--- config.mk ---
export PLATFORM = sky130hd
export DESIGN_NAME = reset_sequencer
export DESIGN_NICKNAME = d
export VERILOG_FILES = /design/src/rtl/reset_sequencer.sv
export SDC_FILE = /design/constraint.sdc
export NUM_CORES = 1
export LEC_CHECK = 0
export ABC_AREA = 0
export ABC_CLOCK_PERIOD_IN_PS = 8100
export CORE_MARGIN = 2
export CORE_UTILIZATION = 55
export DETAILED_ROUTE_END_ITERATION = 10
export PLACE_DENSITY = 0.82
export SYNTH_ARGS = -nofsm -noshare
export SYNTH_HDL_FRONTEND = slang
export SYNTH_SLANG_ARGS = --single-unit
--- constraint.sdc ---
create_clock -name clk -period 8.1 [get_ports clk]
set_clock_uncertainty 0.1 [all_clocks]
set_input_delay 1.62 -clock clk [delete_from_list [all_inputs] [get_ports clk]]
set_output_delay 1.62 -clock clk [all_outputs]
set_load 0.005 [all_outputs]
--- src/rtl/reset_sequencer.sv ---
// reset_sequencer: holds selected channels in reset, then releases them one at a time in ascending order
module reset_sequencer #(
  parameter int NUM_CH = 4,
  parameter int CNT_W  = 8
) (
  input  logic              clk,
  input  logic              reset,
  input  logic [CNT_W-1:0]  cfg_hold,
  input  logic [CNT_W-1:0]  cfg_gap,
  input  logic [NUM_CH-1:0] rst_req,
  output logic [NUM_CH-1:0] reset_n,
  output logic              busy,
  output logic              seq_done
);
  typedef enum logic [1:0] {IDLE, ASSERT, RELEASE} state_t;
  state_t state, state_nx;
  logic [NUM_CH-1:0] act, act_nx, rn_nx, low;
  logic [CNT_W-1:0] cnt, cnt_nx, hold_l, gap_l, hold_lim;
  logic first, req, tick, done_nx;
  assign req = |rst_req;
  assign low = act & (~act + NUM_CH'(1));
  assign hold_lim = hold_l == '0 ? '0 : hold_l - CNT_W'(1);
  assign tick = cnt == (state == ASSERT ? hold_lim : gap_l);
  // the first edge after block reset acts as the accept edge, so the hold is counted from it
  always_comb begin
    state_nx = state;
    act_nx = act;
    rn_nx = reset_n;
    cnt_nx = cnt + CNT_W'(1);
    done_nx = 1'b0;
    if (req) begin
      act_nx = act | rst_req;
      rn_nx = reset_n & ~rst_req;
      cnt_nx = '0;
      state_nx = ASSERT;
    end else if (state == IDLE) begin
      cnt_nx = cnt;
    end else if (first) begin
      cnt_nx = '0;
    end else if (tick) begin
      act_nx = act & ~low;
      rn_nx = reset_n | low;
      cnt_nx = '0;
      state_nx = act_nx == '0 ? IDLE : RELEASE;
      done_nx = act_nx == '0;
    end
  end
  always_ff @(posedge clk) begin
    if (reset) begin
      state <= ASSERT;
      act <= '1;
      cnt <= '0;
      reset_n <= '0;
      busy <= 1'b1;
      seq_done <= 1'b0;
      first <= 1'b1;
      hold_l <= cfg_hold;
      gap_l <= cfg_gap;
    end else begin
      state <= state_nx;
      act <= act_nx;
      cnt <= cnt_nx;
      reset_n <= rn_nx;
      busy <= state_nx != IDLE;
      seq_done <= done_nx;
      first <= 1'b0;
      if (req) begin
        hold_l <= cfg_hold;
        gap_l <= cfg_gap;
      end
    end
  end
endmodule
; Yosys cells after proc, flatten, opt, wreduce, memory -nomap -nowiden
; Index checks and enable logic that the tools add are counted.
[totals]
reg_bits = 37
inputBits = 22
out_inout_bits = 6
elab_cells = 57
[classes]
add_sub_neg = 3
eq_ne = 4
mux = 22
bitwise_logic = 9
reduce_logical = 10
[op_table]
columns = op, count
row1 = $mux W8, 8
row2 = $mux W4, 8
row3 = $and A4 B4 Y4, 3
row4 = $not A4 Y4, 3
row5 = $mux W2, 5
row6 = $add A8 B1 Y8 const B, 1
row7 = $eq A8 B8 Y1, 1
row8 = $logic_not A8 Y1, 1
row9 = $or A4 B4 Y4, 2
row10 = $reduce_or A8 Y1, 1
row11 = $sub A8 B1 Y8 const B, 1
row12 = $reduce_bool A2 Y1, 3
row13 = $reduce_or A5 Y1, 1
row14 = $add A4 B1 Y4 const B, 1
row15 = $logic_not A4 Y1, 1
row16 = $reduce_or A4 Y1, 1
row17 = $reduce_and A3 Y1, 1
row18 = $eq A2 B1 Y1 const B, 1
row19 = $logic_not A2 Y1, 1
row20 = $ne A2 B1 Y1 const B, 1
row21 = $ne A2 B2 Y1 const B, 1
row22 = $mux W1, 1
row23 = $not A1 Y1, 1

; Depth between registers and ports, before layout
; Gate-level depths: netlist of the first run.
[logic_depth]
depth_word = 12
depth_mapped = 11
ltp_nobuf = 10

; Least setup slack after synthesis of the first run
; OpenSTA, ideal clock, no wires.
[synth_timing]
path_type = input to register
start = input port reset
end = register cnt[3]
arrival_ns = 2.924
required_ns = 7.941
setup_slack_ns = 5.017
path_stages = 5
cell_sequence = clkbuf_1 -> nor2_1 -> nand2_1 -> nor3_1 -> a22o_1
[synth_between]
elab_chain_cells = 1
[synth_lines]
columns = item, line
row1 = "start, declared", 7  ; input logic reset,
row2 = $reduce_or A5 Y1 (no line), --
row3 = "end signal, assigned", 62  ; cnt <= cnt_nx;
row4 = "end, declared", 18  ; logic [CNT_W-1:0] cnt, cnt_nx, hold_l, gap_l, hold_lim;
; No other way between the ends.
; A chain may end at the register's enable or synchronous reset.

; Worst setup path after layout of the first run
[layout_timing]
start = input port reset
end = register cnt[6]
; Same word-level chain as after synthesis.

==> results of run 1 <==
placed cells by master (no fill, tap or decap), types with 4 or more instances in the layout:
master / Yosys / layout
sky130_fd_sc_hd__nor3b_1: 6 / 6
sky130_fd_sc_hd__nand3_1: 7 / 7
sky130_fd_sc_hd__o211ai_1: 5 / 5
sky130_fd_sc_hd__clkdlybuf4s50_1: 0 / 27
sky130_fd_sc_hd__inv_1: 6 / 6
sky130_fd_sc_hd__xnor2_1: 6 / 6
sky130_fd_sc_hd__nor4_1: 4 / 4
sky130_fd_sc_hd__dfxtp_1: 21 / 21
sky130_fd_sc_hd__nand2_1: 10 / 10
sky130_fd_sc_hd__nor3_1: 16 / 16
sky130_fd_sc_hd__edfxtp_1: 16 / 16
sky130_fd_sc_hd__xor2_1: 7 / 7
sky130_fd_sc_hd__clkbuf_4: 0 / 5
sky130_fd_sc_hd__nor2_1: 14 / 14
sky130_fd_sc_hd__a21oi_1: 10 / 10
cell families after synthesis:
kind of cell | Yosys count | share of synthesized area (%)
compound gates | 40 | 15.8
xor+xnor | 13 | 6.20
fa+ha+maj | 4 | 2.59
buf+inv | 15 | 3.48
flops | 37 | 49.1
mux | 2 | 1.23
simple gates | 73 | 21.6
power breakdown:
part           switching (uW)  internal, uW  total, uW
sequential               5.25           200        206
combinational            13.8          17.6       31.4
clock                    64.2          63.8        128
total                    83.2           282        365
worst max path at each step:
stage | depth (start not counted) | end | startpoint | slack (ns)
3_5_place_dp | 5 | cnt[6] | reset | 4.16
6_report | 5 | cnt[6] | reset | 4.50
3_3_place_gp | 5 | cnt[3] | reset | 4.34
2_1_floorplan | 5 | cnt[3] | reset | 5.02
4_1_cts | 5 | cnt[6] | reset | 4.52
5_1_grt | 5 | cnt[6] | reset | 4.29
Yosys cell counts (2+ instances only):
master	instances
sky130_fd_sc_hd__a22o_1	3
sky130_fd_sc_hd__nor2b_1	2
sky130_fd_sc_hd__and2_1	3
sky130_fd_sc_hd__a21o_1	2
sky130_fd_sc_hd__nor4_1	4
sky130_fd_sc_hd__nand2b_1	2
sky130_fd_sc_hd__nand2_1	10
sky130_fd_sc_hd__a31o_2	3
sky130_fd_sc_hd__dfxtp_1	21
sky130_fd_sc_hd__clkbuf_1	7
sky130_fd_sc_hd__xnor2_1	6
sky130_fd_sc_hd__a21oi_1	10
sky130_fd_sc_hd__nor2_1	14
sky130_fd_sc_hd__nand3_1	7
sky130_fd_sc_hd__xor2_1	7
sky130_fd_sc_hd__o31ai_1	2
sky130_fd_sc_hd__nor3_1	16
sky130_fd_sc_hd__o211ai_1	5
sky130_fd_sc_hd__nor3b_1	6
sky130_fd_sc_hd__mux2_2	2
sky130_fd_sc_hd__inv_1	6
sky130_fd_sc_hd__ha_1	3
sky130_fd_sc_hd__a22oi_1	2
sky130_fd_sc_hd__edfxtp_1	16
sky130_fd_sc_hd__or3_1	2
area by class of cell:
cell class              count  area [sq um]
well taps                  44          55.1
flip-flops and latches     37           901
repair buffers             27           270
multi-input cells         132           871
clock buffers               5          37.5
clock inverters             3          41.3
inverters                   6          22.5
fillers                   249           905
state kept, by name, summed over array words and instances, names as in the netlist:
register and cells:
cnt 8, gap_l 8, hold_l 8, act 4, reset_n 4, state 2, busy 1, first 1
seq_done 1
critical path: stages:
cell and delay [ns]:
sky130_fd_sc_hd__clkdlybuf4s50_1 0.55, sky130_fd_sc_hd__nor2_1 0.32, sky130_fd_sc_hd__nand2_1 0.64, sky130_fd_sc_hd__nor3_1 0.46
sky130_fd_sc_hd__a22o_1 0.20
layer usage:
metal  wire (um)  track usage, %  part of all wire, %
met1        1710            28.2                   41
met2        2100            42.9                   51
met3         222            7.66                  5.3
met4         125            11.6                  3.0
met5           0               0                    0
stage by stage:
stage	utilization [%]	setup WS, ns	hold WS [ns]	area, sq um	total power, uW
2_1_floorplan	-	5.02	0.375	1840	225
5_1_grt	70.8	4.29	0.433	2200	377
3_3_place_gp	68.3	4.34	0.406	2120	238
4_1_cts	70.8	4.52	0.425	2200	367
6_report	70.8	4.50	0.420	2200	365
3_5_place_dp	68.3	4.16	0.385	2120	240
==> metrics.yaml, run 1 <==
yosys:
  ys_seq_elements: 37
  synth_edf_count: 16
  synth.distinct_cells: 48
  post_synth_inst_count: 184
  sequential_cell_area_fraction_in_the_yosys_report_pct: 49.1
  synth.largest_area_cell: "sky130_fd_sc_hd__edfxtp_1"
  yosysTopAreaCellShare_pct: 26.2
  ys_async_sr_fraction_pct: 0
  postSynth.topFlopCell: "sky130_fd_sc_hd__dfxtp_1"
  ys.warnings.count: 0
  ys_top_cells_by_area: "sky130_fd_sc_hd__edfxtp_1 (26%), sky130_fd_sc_hd__dfxtp_1 (23%), sky130_fd_sc_hd__nor3_1 (4.4%), sky130_fd_sc_hd__xor2_1 (3.3%), sky130_fd_sc_hd__nor2_1 (2.9%)"
  mappedNetlistNets: 209
  total_standard_cell_area_after_synthesis_sq_mm: 0.00184
  syn_area_per_cell_sq_um: 9.98
sta:
  report.final.hold_viol_count: 0
  final.period_utilization_pct: 44.4
  maxClockFrequency_mhz: 278
  rsz0062_at_grt: "false"
  report.final.setup_viol: 0
  worst_pin_slew_ns: 0.960
  timing_max_transition_violations_final: 0
  setup_tns_ns: 0
  finalCriticalPeriod_ns: 3.60
  maxSlewHeadroom_pct: 35.8
clock_tree:
  cts.hold.buffers_added: 0
  cts.sinks: 37
  tritoncts: "yes"
  cts-root-buf: "sky130_fd_sc_hd__clkbuf_4"
  clock_pin_transition_on_the_worst_setup_and_hold_timing_paths_ns: 0.12
  cts-htree-levels: 2
  cts_inserted_buffers: 5
  cts_repair_resize_count: 0
  post-cts-setup-buffers: 0
  ctsLongestPathBuffers: 2
  clock_insertion_delay_worst_skew_ns: 0.35
routing:
  violation_count_after_the_first_detailed_route_iteration: 110
  detailedRoute.firstPassIterationCount: 4
  routed_wl_mm: 4.15
  post_drt_via_cell_ratio: 6.08
  vias_after_detailed_routing: 1545
  drc: 0
  ant_nets: 0
  drt-wirelength-per-cell_um: 16.4
setup_path:
  worstSetupPathType: "in -> reg"
  ff2ff_path_depth: 8
  critical_path_peak_fanout: 25
  cp_data_required_time_ns: 8.30
  r2r_start: "hold_l[2]"
  crit_arrival_ns: 3.79
  critical_path.reg2reg.endpoint: "state[1]"
  endpoint_kind: "flip-flop"
  r2r_setup_slack_ns: 4.91
  startpoint_type: "primary input"
global_routing:
  first_global_vias: 1513
  global_route.overflow_total: 0
  grt_max_degree: 26
  grt_antenna_before_repair: 0
  grt_use_total_pct: 24.9
  global_route_wire_length_before_repair_mm: 6.80
hold_path:
  holdCritPathClass: "reg -> reg"
  hold_path.startpoint: "reset_n[0]"
  worst_hold_path.endpoint: "reset_n[0]"
  worstHoldPathCells: 1
placement:
  gpl.final_weighted_congestion: 0.825
  detailed_place_hpwl_mm: 2.86
  place.port_buffers: 27
  placedCellCount: 246
die:
  floorplan.initialDensity_pct: 59.2
  fp.coreArea_sq_mm: 0.00310
  die_x_um: 61.8
  floorplan.io_pins: 28
  die_y_um: 61.8
  total_number_of_placement_rows: 20
  floorplan.die_area_sq_mm: 0.00382
finish:
  nets: 234
  syn_to_final_growth_pct: 19.8
  insertedDiodeCount: 0
  layout-drive-gt1-share_pct: 8.10
  finalNonFillerCells: 254
pwr:
  peakVddDrop_v: 0.000119
  total_leakage_power_uw: 0.000792
  power-per-cell-area_mw_per_mm2: 166
run:
  max_cap_viol_count: 0
outcome:
  status: "finished, final reports clean"
Power figures use the tool's default switching activity.
==> run 2: changes to the inputs <==
--- a/config.mk
+++ b/config.mk
@@ -6,11 +6,11 @@
 export NUM_CORES = 1
 export LEC_CHECK = 0
 export ABC_AREA = 0
-export ABC_CLOCK_PERIOD_IN_PS = 8100
+export ABC_CLOCK_PERIOD_IN_PS = 3700
 export CORE_MARGIN = 2
-export CORE_UTILIZATION = 55
+export CORE_UTILIZATION = 53
 export DETAILED_ROUTE_END_ITERATION = 10
-export PLACE_DENSITY = 0.82
+export PLACE_DENSITY = 0.8
 export SYNTH_ARGS = -nofsm -noshare
 export SYNTH_HDL_FRONTEND = slang
 export SYNTH_SLANG_ARGS = --single-unit
==> constraint.sdc (replaced) <==
create_clock -name clk -period 3.7 [get_ports clk]
set_clock_uncertainty 0.1 [all_clocks]
set_input_delay 0.74 -clock clk [delete_from_list [all_inputs] [get_ports clk]]
set_output_delay 0.74 -clock clk [all_outputs]
set_load 0.005 [all_outputs]
==> metrics.yaml, run 2 (synthesis gave the netlist of run 1 again) <==
outcome:
  status: "finished, final reports clean"
die:
  floorplan.initialDensity_pct: 55.0  # -4.1 points
  floorplan.io_pins: 28  # unchanged
  die_x_um: 62.9  # +1.7%
  fp.coreArea_sq_mm: 0.00334  # +7.5%
  floorplan.die_area_sq_mm: 0.00395  # +3.5%
  die_y_um: 62.9  # +1.7%
  total_number_of_placement_rows: 21  # +5.0%
routing:
  post_drt_via_cell_ratio: 5.94  # -2.3%
  drt-wirelength-per-cell_um: 15.0  # -8.1%
  violation_count_after_the_first_detailed_route_iteration: 105  # -4.5%
  routed_wl_mm: 3.86  # -7.0%
  detailedRoute.firstPassIterationCount: 4  # unchanged
  ant_nets: 0  # unchanged
  vias_after_detailed_routing: 1527  # -1.2%
  drc: 0  # unchanged
pwr:
  peakVddDrop_v: 0.000261  # +120%
  total_leakage_power_uw: 0.000790  # -0.34%
  power-per-cell-area_mw_per_mm2: 329  # +98%
finish:
  final_design_area_no_fill_sq_mm: 0.00218  # -0.80%
  layout_top_registers: "cnt: 8 flops, gap_l: 8 flops, hold_l: 8 flops"
  final_cell_mix: "sky130_fd_sc_hd__clkdlybuf4s50_1 (27), sky130_fd_sc_hd__dfxtp_1 (21), sky130_fd_sc_hd__nor3_1 (16), sky130_fd_sc_hd__edfxtp_1 (16), sky130_fd_sc_hd__nor2_1 (14)"
  finalNonFillerCells: 257  # +1.2%
  syn_to_final_growth_pct: 18.8
  most_common_library_cell_in_the_layout_ignoring_fill_and_taps: "sky130_fd_sc_hd__clkdlybuf4s50_1"
  layout-drive-gt1-share_pct: 8.53  # +0.44 points
  final-seq-area_sq_um: 901  # unchanged
  multiInputGateArea_sq_um: 871  # unchanged
  insertedDiodeCount: 0  # unchanged
  final.fill_count: 285  # +14%
  nets: 235  # +0.43%
sta:
  timing_max_transition_violations_final: 0  # unchanged
  final.period_utilization_pct: 82.6
  rsz0062_at_grt: "false"
  report.final.hold_viol_count: 0  # unchanged
  finalCriticalPeriod_ns: 3.06
  setup_tns_ns: 0  # unchanged
  maxSlewHeadroom_pct: 45.7  # +9.8 points
  worst_pin_slew_ns: 0.812  # -0.148 ns
  hold_slack_ns: 0.411  # -0.00922 ns
  report.final.setup_viol: 0  # unchanged
  maxClockFrequency_mhz: 327
setup_path:
  critical_path.reg2reg.endpoint: "reset_n[1]"
  worst_path_max_delay_cell: "sky130_fd_sc_hd__nor4_1"
  cp_cell_sequence: "nor4_1 -> nand2_1 -> a222oi_1 -> a21oi_1 -> nor4_2 -> nand2_1 -> nor2_2 -> a31o_2"
  critical_path_peak_fanout: 13  # -48%
  timing.critical_path.slowest_cell_delay_ns: 0.74  # +0.10 ns
  crit_path_depth: 8  # +3
  r2r_start: "hold_l[2]"
  cp_common_cell: "sky130_fd_sc_hd__nand2_1"
  crit_arrival_ns: 3.25  # -0.54 ns
  critPathTopFamily: "simple AND/OR/NAND/NOR gates"
  worstSetupPathType: "reg -> reg"
  critical_path_origin: "hold_l[2]"
  cp.buffers_inverters: 0  # -1
  cp_data_required_time_ns: 3.90  # -4.40 ns
  endpoint_kind: "flip-flop"
  critical_path.endpoint: "reset_n[1]"
  ff2ff_path_depth: 8  # unchanged
  r2r_setup_slack_ns: 0.64  # -4.27 ns
  startpoint_type: "flip-flop"
global_routing:
  global_route.overflow_total: 0  # unchanged
  global_route_wire_length_before_repair_mm: 6.69  # -1.6%
  grt_max_degree: 14  # -46%
  grt_antenna_before_repair: 0  # unchanged
  first_global_vias: 1483  # -2.0%
  grt_use_total_pct: 21.5  # -3.4 points
placement:
  placedCellCount: 249  # +1.2%
  place.port_buffers: 27  # unchanged
  detailed_place_hpwl_mm: 2.89  # +0.98%
  gpl.final_weighted_congestion: 0.878  # +6.4%
  dpl-instance-area_sq_mm: 0.00213  # +0.47%
run:
  max_cap_viol_count: 0  # unchanged
clock_tree:
  post-cts-setup-buffers: 0  # unchanged
  clock_insertion_delay_worst_skew_ns: 0.35  # about the same
  cts_inserted_buffers: 5  # unchanged
  clock_pin_transition_on_the_worst_setup_and_hold_timing_paths_ns: 0.11  # about the same
  cts-root-buf: "sky130_fd_sc_hd__clkbuf_4"
  cts_repair_resize_count: 0  # unchanged
  cts.hold.buffers_added: 0  # unchanged
  cts.sinks: 37  # unchanged
  ctsLongestPathBuffers: 2  # unchanged
  tritoncts: "yes"
  cts-htree-levels: 2  # unchanged
hold_path:
  holdCritPathClass: "reg -> reg"
run 2: changes by cell type in the layout (fill, tap and decap cells not counted), sizes merged:
| cell | before | now |
|---|---|---|
| buf | 0 | 1 |
| clkinvlp | 1 | 0 |
| clkbuf | 5 | 6 |
| clkinv | 1 | 2 |
| bufinv | 1 | 0 |
run 2: final cells by class:
cell class              count  share of cell area [%]
well taps                  46                    2.64
clock buffers               6                    1.89
multi-input cells         132                    39.9
inverters                   6                    1.03
flip-flops and latches     37                    41.3
clock inverters             2                   0.459
repair buffers             28                    12.7
run 2: metrics by stage:
step	util (%)	total power (uW)	worst slack, ns
floorplan	-	492	1.14
global placement	63.8	522	0.893
detailed placement	63.8	526	0.709
CTS	65.4	727	0.674
global route	65.4	753	0.320
finish	65.4	719	0.642
run 2: worst reg2reg max path, delay by kind of cell, from the launching register on:
kind,cells,cell delay (ns)
simple gates,5,1.80
flops,1,0.49
compound gates,3,0.61
run 2: per-layer routing:
metal | wire length (um) | track usage, % | vias to the layer above
li1 | - | - | 738
met1 | 1640 | 25.1 | 716
met5 | 0 | 0 | -
met3 | 255 | 6.49 | 11
met2 | 1910 | 37.2 | 62
met4 | 66 | 7.50 | 0
run 2: worst min path at each step:
stage	from	end	slack (ns)	cells past startpoint
floorplan	reset_n[0]	reset_n[0]	0.37	1
global placement	reset_n[0]	reset_n[0]	0.38	1
detailed placement	reset_n[0]	reset_n[0]	0.38	1
CTS	reset_n[0]	reset_n[0]	0.41	1
global route	reset_n[0]	reset_n[0]	0.43	1
finish	reset_n[0]	reset_n[0]	0.41	1
run 2: power breakdown:
part	leakage, uW	internal, uW	switching [uW]
logic	0.000419	38.8	28.8
registers	0.000338	439	11.3
clock network	0.0000320	72.3	129
==> run 3: changes to the inputs <==
--- a/config.mk
+++ b/config.mk
@@ -6,11 +6,11 @@
 export NUM_CORES = 1
 export LEC_CHECK = 0
 export ABC_AREA = 0
-export ABC_CLOCK_PERIOD_IN_PS = 3700
+export ABC_CLOCK_PERIOD_IN_PS = 2800
 export CORE_MARGIN = 2
-export CORE_UTILIZATION = 53
+export CORE_UTILIZATION = 48
 export DETAILED_ROUTE_END_ITERATION = 10
-export PLACE_DENSITY = 0.8
+export PLACE_DENSITY = 0.76
 export SYNTH_ARGS = -nofsm -noshare
 export SYNTH_HDL_FRONTEND = slang
 export SYNTH_SLANG_ARGS = --single-unit
==> constraint.sdc (replaced) <==
create_clock -name clk -period 2.8 [get_ports clk]
set_clock_uncertainty 0.1 [all_clocks]
set_input_delay 0.56 -clock clk [delete_from_list [all_inputs] [get_ports clk]]
set_output_delay 0.56 -clock clk [all_outputs]
set_load 0.005 [all_outputs]
==> metrics.yaml, run 3 (synthesis gave the netlist of run 1 again) <==
clock_tree:
  cts.hold.buffers_added: 0  # unchanged
  cts_inserted_buffers: 5  # unchanged
  cts.sinks: 37  # unchanged
  clock_insertion_delay_worst_skew_ns: 0.29  # -0.06 ns
  clock_pin_transition_on_the_worst_setup_and_hold_timing_paths_ns: 0.07  # -0.04 ns
  cts-root-buf: "sky130_fd_sc_hd__clkbuf_8"
  tritoncts: "yes"
  ctsLongestPathBuffers: 2  # unchanged
  cts-htree-levels: 2  # unchanged
run:
  max_cap_viol_count: 0  # unchanged
routing:
  drt-wirelength-per-cell_um: 15.5  # +3.0%
  drc: 0  # unchanged
  post_drt_via_cell_ratio: 5.75  # -3.2%
  violation_count_after_the_first_detailed_route_iteration: 137  # +30%
  detailedRoute.firstPassIterationCount: 4  # unchanged
  routed_wl_mm: 4.16  # +7.8%
  ant_nets: 0  # unchanged
  vias_after_detailed_routing: 1547  # +1.3%
sta:
  final.period_utilization_pct: 97.7  # +15 points
  report.final.hold_viol_count: 0  # unchanged
  worst_pin_slew_ns: 0.425  # -0.387 ns
  hold_slack_ns: 0.415  # +0.00436 ns
  finalCriticalPeriod_ns: 2.74  # -0.322 ns
  maxClockFrequency_mhz: 365  # +12%
  post-route-worst-setup-slack_ns: 0.0639  # -0.578 ns
  rsz0062_at_grt: "true"
  report.final.setup_viol: 0  # unchanged
  timing_max_transition_violations_final: 0  # unchanged
  maxSlewHeadroom_pct: 71.6  # +26 points
outcome:
  status: "finished, final reports clean"
die:
  die_y_um: 65.8  # +4.8%
  total_number_of_placement_rows: 22  # +4.8%
  die_x_um: 65.8  # +4.8%
  floorplan.initialDensity_pct: 50.1  # -4.9 points
  fp.coreArea_sq_mm: 0.00366  # +9.7%
  floorplan.io_pins: 28  # unchanged
  floorplan.die_area_sq_mm: 0.00433  # +9.7%
pwr:
  power-per-cell-area_mw_per_mm2: 455  # +38%
  total_leakage_power_uw: 0.000852  # +7.9%
  peakVddDrop_v: 0.000315  # +21%
  design_power_total_uw: 1070  # +49%
finish:
  layout_top_registers: "cnt: 8 flops, gap_l: 8 flops, hold_l: 8 flops"
  syn_to_final_growth_pct: 28.2
  layout-drive-gt1-share_pct: 16.3  # +7.8 points
  most_common_library_cell_in_the_layout_ignoring_fill_and_taps: "sky130_fd_sc_hd__clkdlybuf4s50_1"
  nets: 245  # +4.3%
  final_cell_mix: "sky130_fd_sc_hd__clkdlybuf4s50_1 (27), sky130_fd_sc_hd__dfxtp_1 (21), sky130_fd_sc_hd__edfxtp_1 (16)"
  finalCoreUtilization_pct: 64.3  # -1.1 points
  insertedDiodeCount: 0  # unchanged
placement:
  detailed_place_hpwl_mm: 2.92  # +1.2%
  pre_cts_setup_slack_ns: 0.0102  # -0.699 ns
  place.port_buffers: 27  # unchanged
  gpl.final_weighted_congestion: 0.862  # -1.9%
setup_path:
  crit_arrival_ns: 2.88  # -0.37 ns
  startpoint_type: "flip-flop"
  cp_data_required_time_ns: 2.94  # -0.96 ns
  critical_path_peak_fanout: 5  # -8
  endpoint_kind: "flip-flop"
  worstSetupPathType: "reg -> reg"
global_routing:
  first_global_vias: 1533  # +3.4%
  grt_use_total_pct: 20.9  # -0.61 points
  global_route_wire_length_before_repair_mm: 6.81  # +1.9%
  global_route.overflow_total: 0  # unchanged
  grt_antenna_before_repair: 0  # unchanged
  grt_max_degree: 14  # unchanged
hold_path:
  holdCritPathClass: "reg -> reg"
-- run 3: cell types whose count changed in the layout (fill, tap and decap cells not counted), sizes merged --
cell,change
clkinv,-2
buf,+9
nand2,+1
clkinvlp,+2
-- run 3: area by class of cell --
type                            count  area (sq um)
Fill cell                         316          1310
Multi-Input combinational cell    133           932
Sequential cell                    37           901
Timing Repair Buffer               37           349
Clock buffer                        6          72.6
Tap cell                           48          60.1
Inverter                            6          22.5
Clock inverter                      2          15.0
-- run 3: final timing paths --
| check | start | to | slack, ns | cells after the start |
|---|---|---|---|---|
| hold reg to reg | reset_n[0] | reset_n[0] | 0.41 | 1 |
| setup reg to reg | hold_l[3] | reset_n[1] | 0.06 | 8 |
| hold / removal | reset_n[0] | reset_n[0] | 0.41 | 1 |
| setup / recovery | hold_l[3] | reset_n[1] | 0.06 | 8 |
-- run 3: worst max-delay path, stage by stage, from the launching register on --
cell and delay, ns:
sky130_fd_sc_hd__edfxtp_1 0.48, sky130_fd_sc_hd__or3_1 0.47, sky130_fd_sc_hd__o31ai_1 0.36, sky130_fd_sc_hd__mux2_2 0.22
sky130_fd_sc_hd__a21oi_1 0.10, sky130_fd_sc_hd__nor4_4 0.36, sky130_fd_sc_hd__nand2_2 0.17, sky130_fd_sc_hd__nor2_2 0.24
sky130_fd_sc_hd__a31o_2 0.18
-- run 3: per-layer routing --
layer / track usage, % / vias to the layer above / part of all wire, %
met5: 0 / - / 0
met4: 9.90 / 0 / 2.9
met3: 5.11 / 14 / 5.8
met2: 35.2 / 53 / 47
met1: 24.8 / 724 / 44
li1: - / 756 / -
-- run 3: what timing repair did --
action / 4_1_cts / 5_1_grt
buffers inserted: 0 / 3
gates cloned: 0 / 1
pin swaps: 0 / 5
setup endpoints to repair: 3 / 16
resized for setup: 1 / 11
-- run 3: through the flow --
stage          std cells  area (sq um)  setup TNS [ns]
2_1_floorplan        184          1840               0
5_1_grt              269          2350          -0.323
3_3_place_gp         257          2180               0
6_report             269          2350               0
3_5_place_dp         257          2180               0
4_1_cts              265          2270               0
-- run 3: where the power goes --
group	internal, uW	switching [uW]	leakage [uW]
registers	580	15.3	0.000338
clock network	175	193	0.0000374
logic	60.7	46.7	0.000476
